$ cat src/rtl/toggle_event_rx_if.sv
// Event-side bundle of toggle_event_rx: decoded level, strobe, valid/ready
// event flag, running count and the sticky overrun flag with its clear.
interface toggle_event_rx_if #(
  parameter int CNT_WIDTH = 8
);
  logic                 level;
  logic                 event_pulse;
  logic                 event_valid;
  logic                 event_ready;
  logic [CNT_WIDTH-1:0] event_count;
  logic                 overrun;
  logic                 clear_overrun;

  modport master (
    output level, event_pulse, event_valid, event_count, overrun,
    input  event_ready, clear_overrun
  );

  modport slave (
    input  level, event_pulse, event_valid, event_count, overrun,
    output event_ready, clear_overrun
  );
endinterface

$ cat src/rtl/toggle_event_rx.sv
// Receive-side decoder for a remote TFF toggle line: synchronises T_in, turns
// every level change into a pulse, a valid/ready event, and a count.
module toggle_event_rx #(
  parameter int SYNC_STAGES = 2,
  parameter int CNT_WIDTH   = 8
) (
  input  logic                  Clk,
  input  logic                  asynch_reset_n,
  input  logic                  T_in,
  toggle_event_rx_if.master     ev
);

  typedef enum logic {IDLE, PENDING} state_t;

  logic [SYNC_STAGES-1:0] sync_reg;
  logic                   prev_reg;
  logic                   pulse_reg;
  logic [CNT_WIDTH-1:0]   count_reg;
  state_t                 state_reg;
  logic                   valid_reg;
  logic                   overrun_reg;
  logic                   level;
  logic                   change;
  logic                   overrun_set;

  assign level  = sync_reg[SYNC_STAGES-1];
  assign change = level ^ prev_reg;

  // A toggle landing on an unconsumed event merges into it and marks the loss.
  assign overrun_set = (state_reg == PENDING) && !ev.event_ready && change;

  always_ff @(posedge Clk or negedge asynch_reset_n) begin
    if (!asynch_reset_n) begin
      sync_reg  <= '0;
      prev_reg  <= 1'b0;
      pulse_reg <= 1'b0;
      count_reg <= '0;
    end else begin
      sync_reg  <= {sync_reg[SYNC_STAGES-2:0], T_in};
      prev_reg  <= level;
      pulse_reg <= change;
      if (change) begin
        count_reg <= count_reg + 1'b1;
      end
    end
  end

  always_ff @(posedge Clk or negedge asynch_reset_n) begin
    if (!asynch_reset_n) begin
      state_reg   <= IDLE;
      valid_reg   <= 1'b0;
      overrun_reg <= 1'b0;
    end else begin
      case (state_reg)
        IDLE: begin
          if (change) begin
            state_reg <= PENDING;
            valid_reg <= 1'b1;
          end
        end
        PENDING: begin
          // Accept with a simultaneous new change keeps the event pending.
          if (ev.event_ready && !change) begin
            state_reg <= IDLE;
            valid_reg <= 1'b0;
          end
        end
        default: begin
          state_reg <= IDLE;
          valid_reg <= 1'b0;
        end
      endcase

      if (overrun_set) begin
        overrun_reg <= 1'b1;
      end else if (ev.clear_overrun) begin
        overrun_reg <= 1'b0;
      end
    end
  end

  assign ev.level       = level;
  assign ev.event_pulse = pulse_reg;
  assign ev.event_valid = valid_reg;
  assign ev.event_count = count_reg;
  assign ev.overrun     = overrun_reg;

endmodule
$ cat src/flat_wrapper.sv
// flat-port wrapper written by rule: the top's interface ports become plain ports
module toggle_event_rx_flat 
#(
  parameter int SYNC_STAGES = 2,
  parameter int CNT_WIDTH   = 8
)
  (Clk, asynch_reset_n, T_in, ev_level, ev_event_pulse, ev_event_valid, ev_event_count, ev_overrun, ev_event_ready, ev_clear_overrun);
  toggle_event_rx_if #(.CNT_WIDTH(CNT_WIDTH)) ev_i ();
  input  logic Clk;
  input  logic asynch_reset_n;
  input  logic T_in;
  output wire logic [$bits(ev_i.level)-1:0] ev_level;
  output wire logic [$bits(ev_i.event_pulse)-1:0] ev_event_pulse;
  output wire logic [$bits(ev_i.event_valid)-1:0] ev_event_valid;
  output wire logic [$bits(ev_i.event_count)-1:0] ev_event_count;
  output wire logic [$bits(ev_i.overrun)-1:0] ev_overrun;
  input wire logic [$bits(ev_i.event_ready)-1:0] ev_event_ready;
  input wire logic [$bits(ev_i.clear_overrun)-1:0] ev_clear_overrun;
  assign ev_level = ev_i.level;
  assign ev_event_pulse = ev_i.event_pulse;
  assign ev_event_valid = ev_i.event_valid;
  assign ev_event_count = ev_i.event_count;
  assign ev_overrun = ev_i.overrun;
  assign ev_i.event_ready = ev_event_ready;
  assign ev_i.clear_overrun = ev_clear_overrun;
  toggle_event_rx #(.SYNC_STAGES(SYNC_STAGES), .CNT_WIDTH(CNT_WIDTH)) u_core (.Clk(Clk), .asynch_reset_n(asynch_reset_n), .T_in(T_in), .ev(ev_i));
endmodule
$ cat config.mk
export PLATFORM = sky130hd
export DESIGN_NAME = toggle_event_rx_flat
export DESIGN_NICKNAME = d
export VERILOG_FILES = /design/src/rtl/toggle_event_rx_if.sv /design/src/rtl/toggle_event_rx.sv /design/src/flat_wrapper.sv
export SDC_FILE = /design/constraint.sdc
export NUM_CORES = 1
export LEC_CHECK = 0
export BUFFER_PORTS_ARGS = -buffer_cell sky130_fd_sc_hd__buf_2
export CAP_MARGIN = 10
export CORE_AREA = 2 2 39 41
export CTS_BUF_LIST = sky130_fd_sc_hd__clkbuf_2 sky130_fd_sc_hd__clkbuf_4 sky130_fd_sc_hd__clkbuf_8
export DETAILED_ROUTE_END_ITERATION = 8
export DIE_AREA = 0 0 41 43
export PLACE_DENSITY = 0.82
export SYNTH_ARGS = -nofsm -noshare
export SYNTH_HDL_FRONTEND = slang
export SYNTH_SLANG_ARGS = --single-unit
$ cat constraint.sdc
create_clock -name Clk -period 1.1 [get_ports Clk]
set_clock_uncertainty 0.1 [all_clocks]
set_input_delay 0.22 -clock Clk [delete_from_list [all_inputs] [get_ports Clk]]
set_output_delay 0.22 -clock Clk [all_outputs]
set_load 0.01 [all_outputs]
==> flow_summary.yaml, run 1 <==
status:
  status: "complete, but fails checks"
  violations: "negative setup slack"
detailed_routing:
  drtAntennaViolNets: 0
  drc_errors: 0
  wl_um: 1700
  drt-initial-drc-count: 7
  num_vias: 529
  dr.pass1.iters: 4
  wire_per_inst_um: 15.8
  via_per_inst: 4.90
sta:
  post-route-min-period_ns: 1.37
  finalCritPeriodShare: 1.25
  drv_slew: 0
  tightest_slew_ns: 0.322
  fmax_ghz: 0.729
  setup_ws_ns: -0.272
  setup_viol: 21
  hold_violations: 0
  relSlewSlack: 0.786
  rsz0062_at_grt: "true"
critical_path:
  cp-endpoint: "u_core.ev.event_count[4]"
  start_kind: "register"
  ff2ff_setup_slack_ns: -0.27
  worstSetupPathDepth: 5
  worstSetupStartpoint: "u_core.ev.event_count[1]"
  r2r_start: "u_core.ev.event_count[1]"
  r2r_end: "u_core.ev.event_count[4]"
  critPathArrivalTime_ns: 1.48
  cp.required_ns: 1.21
  cp-end-kind: "register"
  critical-path-top-delay-family: "flip-flops"
  critical_path.slowest_cell: "dfrtp_1"
  cp_cell_sequence: "ha_2, and3_4, buf_4, nand2_2, xnor2_1"
  critPathBufInv: 1
  slowest_delay_ns: 0.44
  cp_max_fo: 4
  r2r_cells: 5
  critical_path_class: "reg2reg"
synthesis:
  ys_seq_area_frac: 0.664
  yosysTopAreaCell: "dfrtp_1"
  syn-num-nets: 51
  synth_top_area_frac: 0.664
  ys_ff_latch: 15
  yosysUniqueCellTypes: 17
  synth.avg_cell_area_sq_um: 12.6
  syn_inst: 45
  netlist_top_cells_area: "dfrtp_1 66%, xnor2_1 7.7%, nand2_1 4.6%"
  ys_warn_count: 0
  netlist_area_sq_um: 566
layout:
  finalNonFillerCells: 108
  multi_input_area_sq_um: 241
  drive_above_1_share: 0.630
  area.growth.synth_to_final_pct: 83.2
  layout.area.seq_sq_um: 378
  largest_reg_flops: 8
  antenna_cells: 0
  fillCellCount: 89
  nets: 99
  final_area_sq_um: 1040
pwr:
  p_per_area_nw_per_um2: 2370
  ir_drop_mv: 1.38
  leakage_nw: 0.538
clocking:
  cts_sinks: 15
  insertion_delay_ns: 0.30
  cts_buffer_depth: 2
  cts_tree: "built"
  path_clk_slew_ns: 0.10
  cts_root_buffer: "clkbuf_4"
  cts_made_buffers: 3
  cts-htree-levels: 1
floorplan:
  core_sq_um: 1380
  pin_count: 17
  die_area_sq_um: 1760
  start_util: 0.409
  rows: 14
  die_h_um: 43
  fp.dieW_um: 41
run:
  maxCapViolations: 0
placed_design:
  io_buffers: 16
  finalWeightedCongestion: 0.822
  dpl.cell_count: 85
  placed_area_sq_um: 744
  place_hpwl_um: 809
  pre_cts_ws_ns: -0.159
global_routing:
  grt_first_pass_wirelength_um: 2240
  grt_max_degree: 16
  grt-ovfl-total: 0
  grt.total_usage: 0.200
  grt_pass1_vias: 502
  grt_antenna_before_repair: 0
hold_path:
  hold_path.class: "in2reg"
==> cells in the mapped netlist (all sizes together) <==
library cell	number
a21oi	1
and3	1
dfrtp	15
ha	1
inv	3
nand2	7
nand3	1
nand4	3
nor2	1
nor3	1
nor3b	1
o21ai	1
o22ai	1
xnor2	6
xor2	2
==> report_power, final <==
group	switching [W]	internal (W)	total, W	leakage (nW)
registers	0.000133	0.000694	0.000827	0.182
logic	0.000510	0.000788	0.00130	0.339
clock network	0.000199	0.000136	0.000335	0.0177
total	0.000842	0.00162	0.00246	0.538
==> layout make-up <==
class | count | area share
clock buffers | 3 | 0.0217
clock inverters | 1 | 0.00483
inverters | 3 | 0.0133
multi-input cells | 27 | 0.233
repair buffers | 43 | 0.343
flip-flops and latches | 15 | 0.365
well taps | 16 | 0.0193
==> metal layers <==
layer,up-vias,global-route usage,share of wire
li1,246,-,-
met1,261,0.241,0.38
met5,-,0,0
met3,5,0.0314,0.031
met4,0,0.140,0.025
met2,17,0.306,0.57
==> layout by cell type (no fill, tap or decap), types with 2 or more instances in the layout <==
cell type and count:
nand2_2 2, dfrtp_2 2, dfrtp_1 13, nand4_1 3, xnor2_1 3, dlygate4sd3_1 2
nand2_1 4, clkbuf_4 3, buf_4 17, inv_1 2, buf_6 14, xnor2_2 2
xor2_1 2, buf_2 10
==> worst min path at each step <==
stage | from | depth (start not counted) | endpoint
5_1_grt | ev_clear_overrun | 2 | u_core.ev.overrun
4_1_cts | ev_clear_overrun | 2 | u_core.ev.overrun
6_report | ev_clear_overrun | 2 | u_core.ev.overrun
3_3_place_gp | asynch_reset_n | 1 | u_core.ev.event_valid
2_1_floorplan | asynch_reset_n | 0 | u_core.ev.event_count[0]
3_5_place_dp | asynch_reset_n | 1 | u_core.ev.overrun
==> per-stage QoR <==
step / total power (W) / utilization / setup TNS, ns / hold WS (ns)
after global routing: 0.00258 / 0.749 / -3.77 / 0.00159
final: 0.00246 / 0.749 / -2.99 / 0.00911
after global placement: 0.00144 / 0.538 / -0.479 / 0.0299
after CTS: 0.00222 / 0.691 / -2.31 / 0.00875
after detailed placement: 0.00147 / 0.538 / -0.704 / 0.0351
after floorplan: 0.00111 / - / -0.628 / -0.176
==> logic make-up after synthesis <==
kind of cell	count (synthesis)	share of synthesized area
compound gates	3	0.0288
fa+ha+maj	1	0.0221
simple gates	15	0.128
flops	15	0.664
xor+xnor	8	0.137
buf+inv	3	0.0199
==> timing repair <==
item,in CTS,in global routing
hold buffers,2,0
setup endpoints to repair,22,24
setup buffers,10,7
pin swaps,9,9
gates resized for setup,20,5
hold endpoints to repair,16,0
Note: power is estimated with default switching activity, not from simulation.
==> inputs of run 2 (changes only) <==
--- a/config.mk
+++ b/config.mk
@@ -9,9 +9,10 @@
 export CAP_MARGIN = 10
 export CORE_AREA = 2 2 39 41
 export CTS_BUF_LIST = sky130_fd_sc_hd__clkbuf_2 sky130_fd_sc_hd__clkbuf_4 sky130_fd_sc_hd__clkbuf_8
+export CTS_CLUSTER_DIAMETER = 30
 export DETAILED_ROUTE_END_ITERATION = 8
 export DIE_AREA = 0 0 41 43
-export PLACE_DENSITY = 0.82
+export PLACE_DENSITY_LB_ADDON = 0.05
 export SYNTH_ARGS = -nofsm -noshare
 export SYNTH_HDL_FRONTEND = slang
 export SYNTH_SLANG_ARGS = --single-unit
==> run 2 against run 1 <==
Against the previous run:
- the flow still finishes with violations (negative setup slack)
- final cell count down 0.93%
- global-route usage fell by 3.2 points
- setup slack improved by 0.065 ns
- flip-flop and latch count did not move
- die area did not move
- cell area up 2.2%
==> flow_summary.yaml, run 2 (synthesis results as in run 1) <==
status:
  status: "complete, but fails checks"
  violations: "negative setup slack"
detailed_routing:
  via_per_inst: 4.63
  dr.pass1.iters: 3
  wire_per_inst_um: 12.2
  drtAntennaViolNets: 0
  drt-initial-drc-count: 1
  drc_errors: 0
  num_vias: 495
  wl_um: 1300
floorplan:
  rows: 14
  pin_count: 17
  fp.dieW_um: 41
  core_sq_um: 1380
  start_util: 0.409
  die_area_sq_um: 1760
  die_h_um: 43
sta:
  finalCritPeriodShare: 1.19
  setup_ws_ns: -0.207
  tightest_slew_ns: 0.333
  fmax_ghz: 0.765
  holdWs_ns: 0.0230
  relSlewSlack: 0.778
  rsz0062_at_grt: "true"
  post-route-min-period_ns: 1.31
  drv_slew: 0
  hold_violations: 0
  setup_viol: 23
pwr:
  internal_power_w: 0.00161
  p_per_area_nw_per_um2: 2230
  swShare: 0.315
  leakage_nw: 0.535
  ir_drop_mv: 1.53
  seqPwrFrac: 0.346
  combPwrFrac: 0.521
  clkPwrFrac: 0.133
  p_switching_w: 0.000742
layout:
  drive_above_1_share: 0.648
  fillCellCount: 97
  final_cell_mix: "19 x buf_6, 14 x buf_4, 13 x dfrtp_1"
  nets: 98
  layout.area.seq_sq_um: 378
  final_area_sq_um: 1060
  largest_reg_flops: 8
  layout_commonest_cell: "buf_6"
  multi_input_area_sq_um: 245
  antenna_cells: 0
  area.growth.synth_to_final_pct: 87.2
  finalNonFillerCells: 107
hold_path:
  hold_path.class: "in2reg"
  holdPathStages: 2
placed_design:
  finalWeightedCongestion: 0.664
  dpl.cell_count: 86
  pre_cts_ws_ns: -0.152
  place_hpwl_um: 754
  placed_area_sq_um: 752
  io_buffers: 16
global_routing:
  grt_max_degree: 16
  grt-ovfl-total: 0
  grt_antenna_before_repair: 0
  grt.total_usage: 0.168
  grt_first_pass_wirelength_um: 1940
  grt_pass1_vias: 462
critical_path:
  critical_path_class: "reg2out"
  r2r_cells: 4
  cp_max_fo: 2
  cp.required_ns: 0.78
  critPathArrivalTime_ns: 0.99
  cp-end-kind: "output pin"
  start_kind: "register"
clocking:
  cts-htree-levels: 1
  cts_root_buffer: "clkbuf_4"
  insertion_delay_ns: 0.28
  cts_sinks: 15
  cts_buffer_depth: 2
  cts_tree: "built"
  cts_made_buffers: 3
  path_clk_slew_ns: 0.09
run:
  maxCapViolations: 0
-- run 2: power by group through the flow --
stage	registers, W	logic [W]	clock network, W
3_3_place_gp	0.000814	0.000659	0
4_1_cts	0.000801	0.00105	0.000320
3_5_place_dp	0.000820	0.000661	0
5_1_grt	0.000837	0.00132	0.000340
6_report	0.000815	0.00123	0.000314
2_1_floorplan	0.000905	0.000206	0
-- run 2: path summary, 6_finish.rpt --
| path | from | endpoint | slack (ns) |
|---|---|---|---|
| max | u_core.sync_reg[1] | ev_level | -0.21 |
| min reg2reg | u_core.sync_reg[0] | u_core.sync_reg[1] | 0.26 |
| min | ev_clear_overrun | u_core.ev.overrun | 0.02 |
| max reg2reg | u_core.sync_reg[1] | u_core.ev.event_count[5] | -0.18 |
| max in group asynchronous | asynch_reset_n | u_core.ev.event_count[0] | 0.37 |
| min in group asynchronous | asynch_reset_n | u_core.state_reg | 0.26 |
-- run 2: cell type report --
type,instances,share of cell area
tap,16,0.0189
timing repair buffer,42,0.353
clock inverter,1,0.00473
sequential,15,0.357
clock buffer,3,0.0213
multi-input combinational,27,0.232
inverter,3,0.0130
-- run 2: repair_timing --
item | CTS | global route
endpoints found under the hold margin | 16 | 0
setup endpoints to repair | 23 | 24
resized for setup | 22 | 11
setup buffers | 9 | 9
cloned | 0 | 0
hold buffers | 2 | 0
pin swaps | 11 | 9
-- run 2: metrics by stage --
stage	power, W	utilization	setup TNS (ns)
after global routing	0.00250	0.765	-3.29
after CTS	0.00217	0.692	-2.39
final	0.00236	0.765	-2.36
after detailed placement	0.00148	0.543	-0.793
after global placement	0.00147	0.543	-0.654
after floorplan	0.00111	-	-0.628
-- run 2: critical path, stage by stage (launching register included) --
cell	delay, ns
dfrtp_2	0.46
buf_6	0.13
buf_6	0.11
-- run 2: metal layers --
metal	GRT usage	share of wire	vias up	wire, um
met5	0	0	-	0
met4	0.0800	0.020	0	26
met3	0.0366	0.049	4	64
li1	-	-	241	-
met2	0.263	0.51	16	661
met1	0.209	0.42	234	552
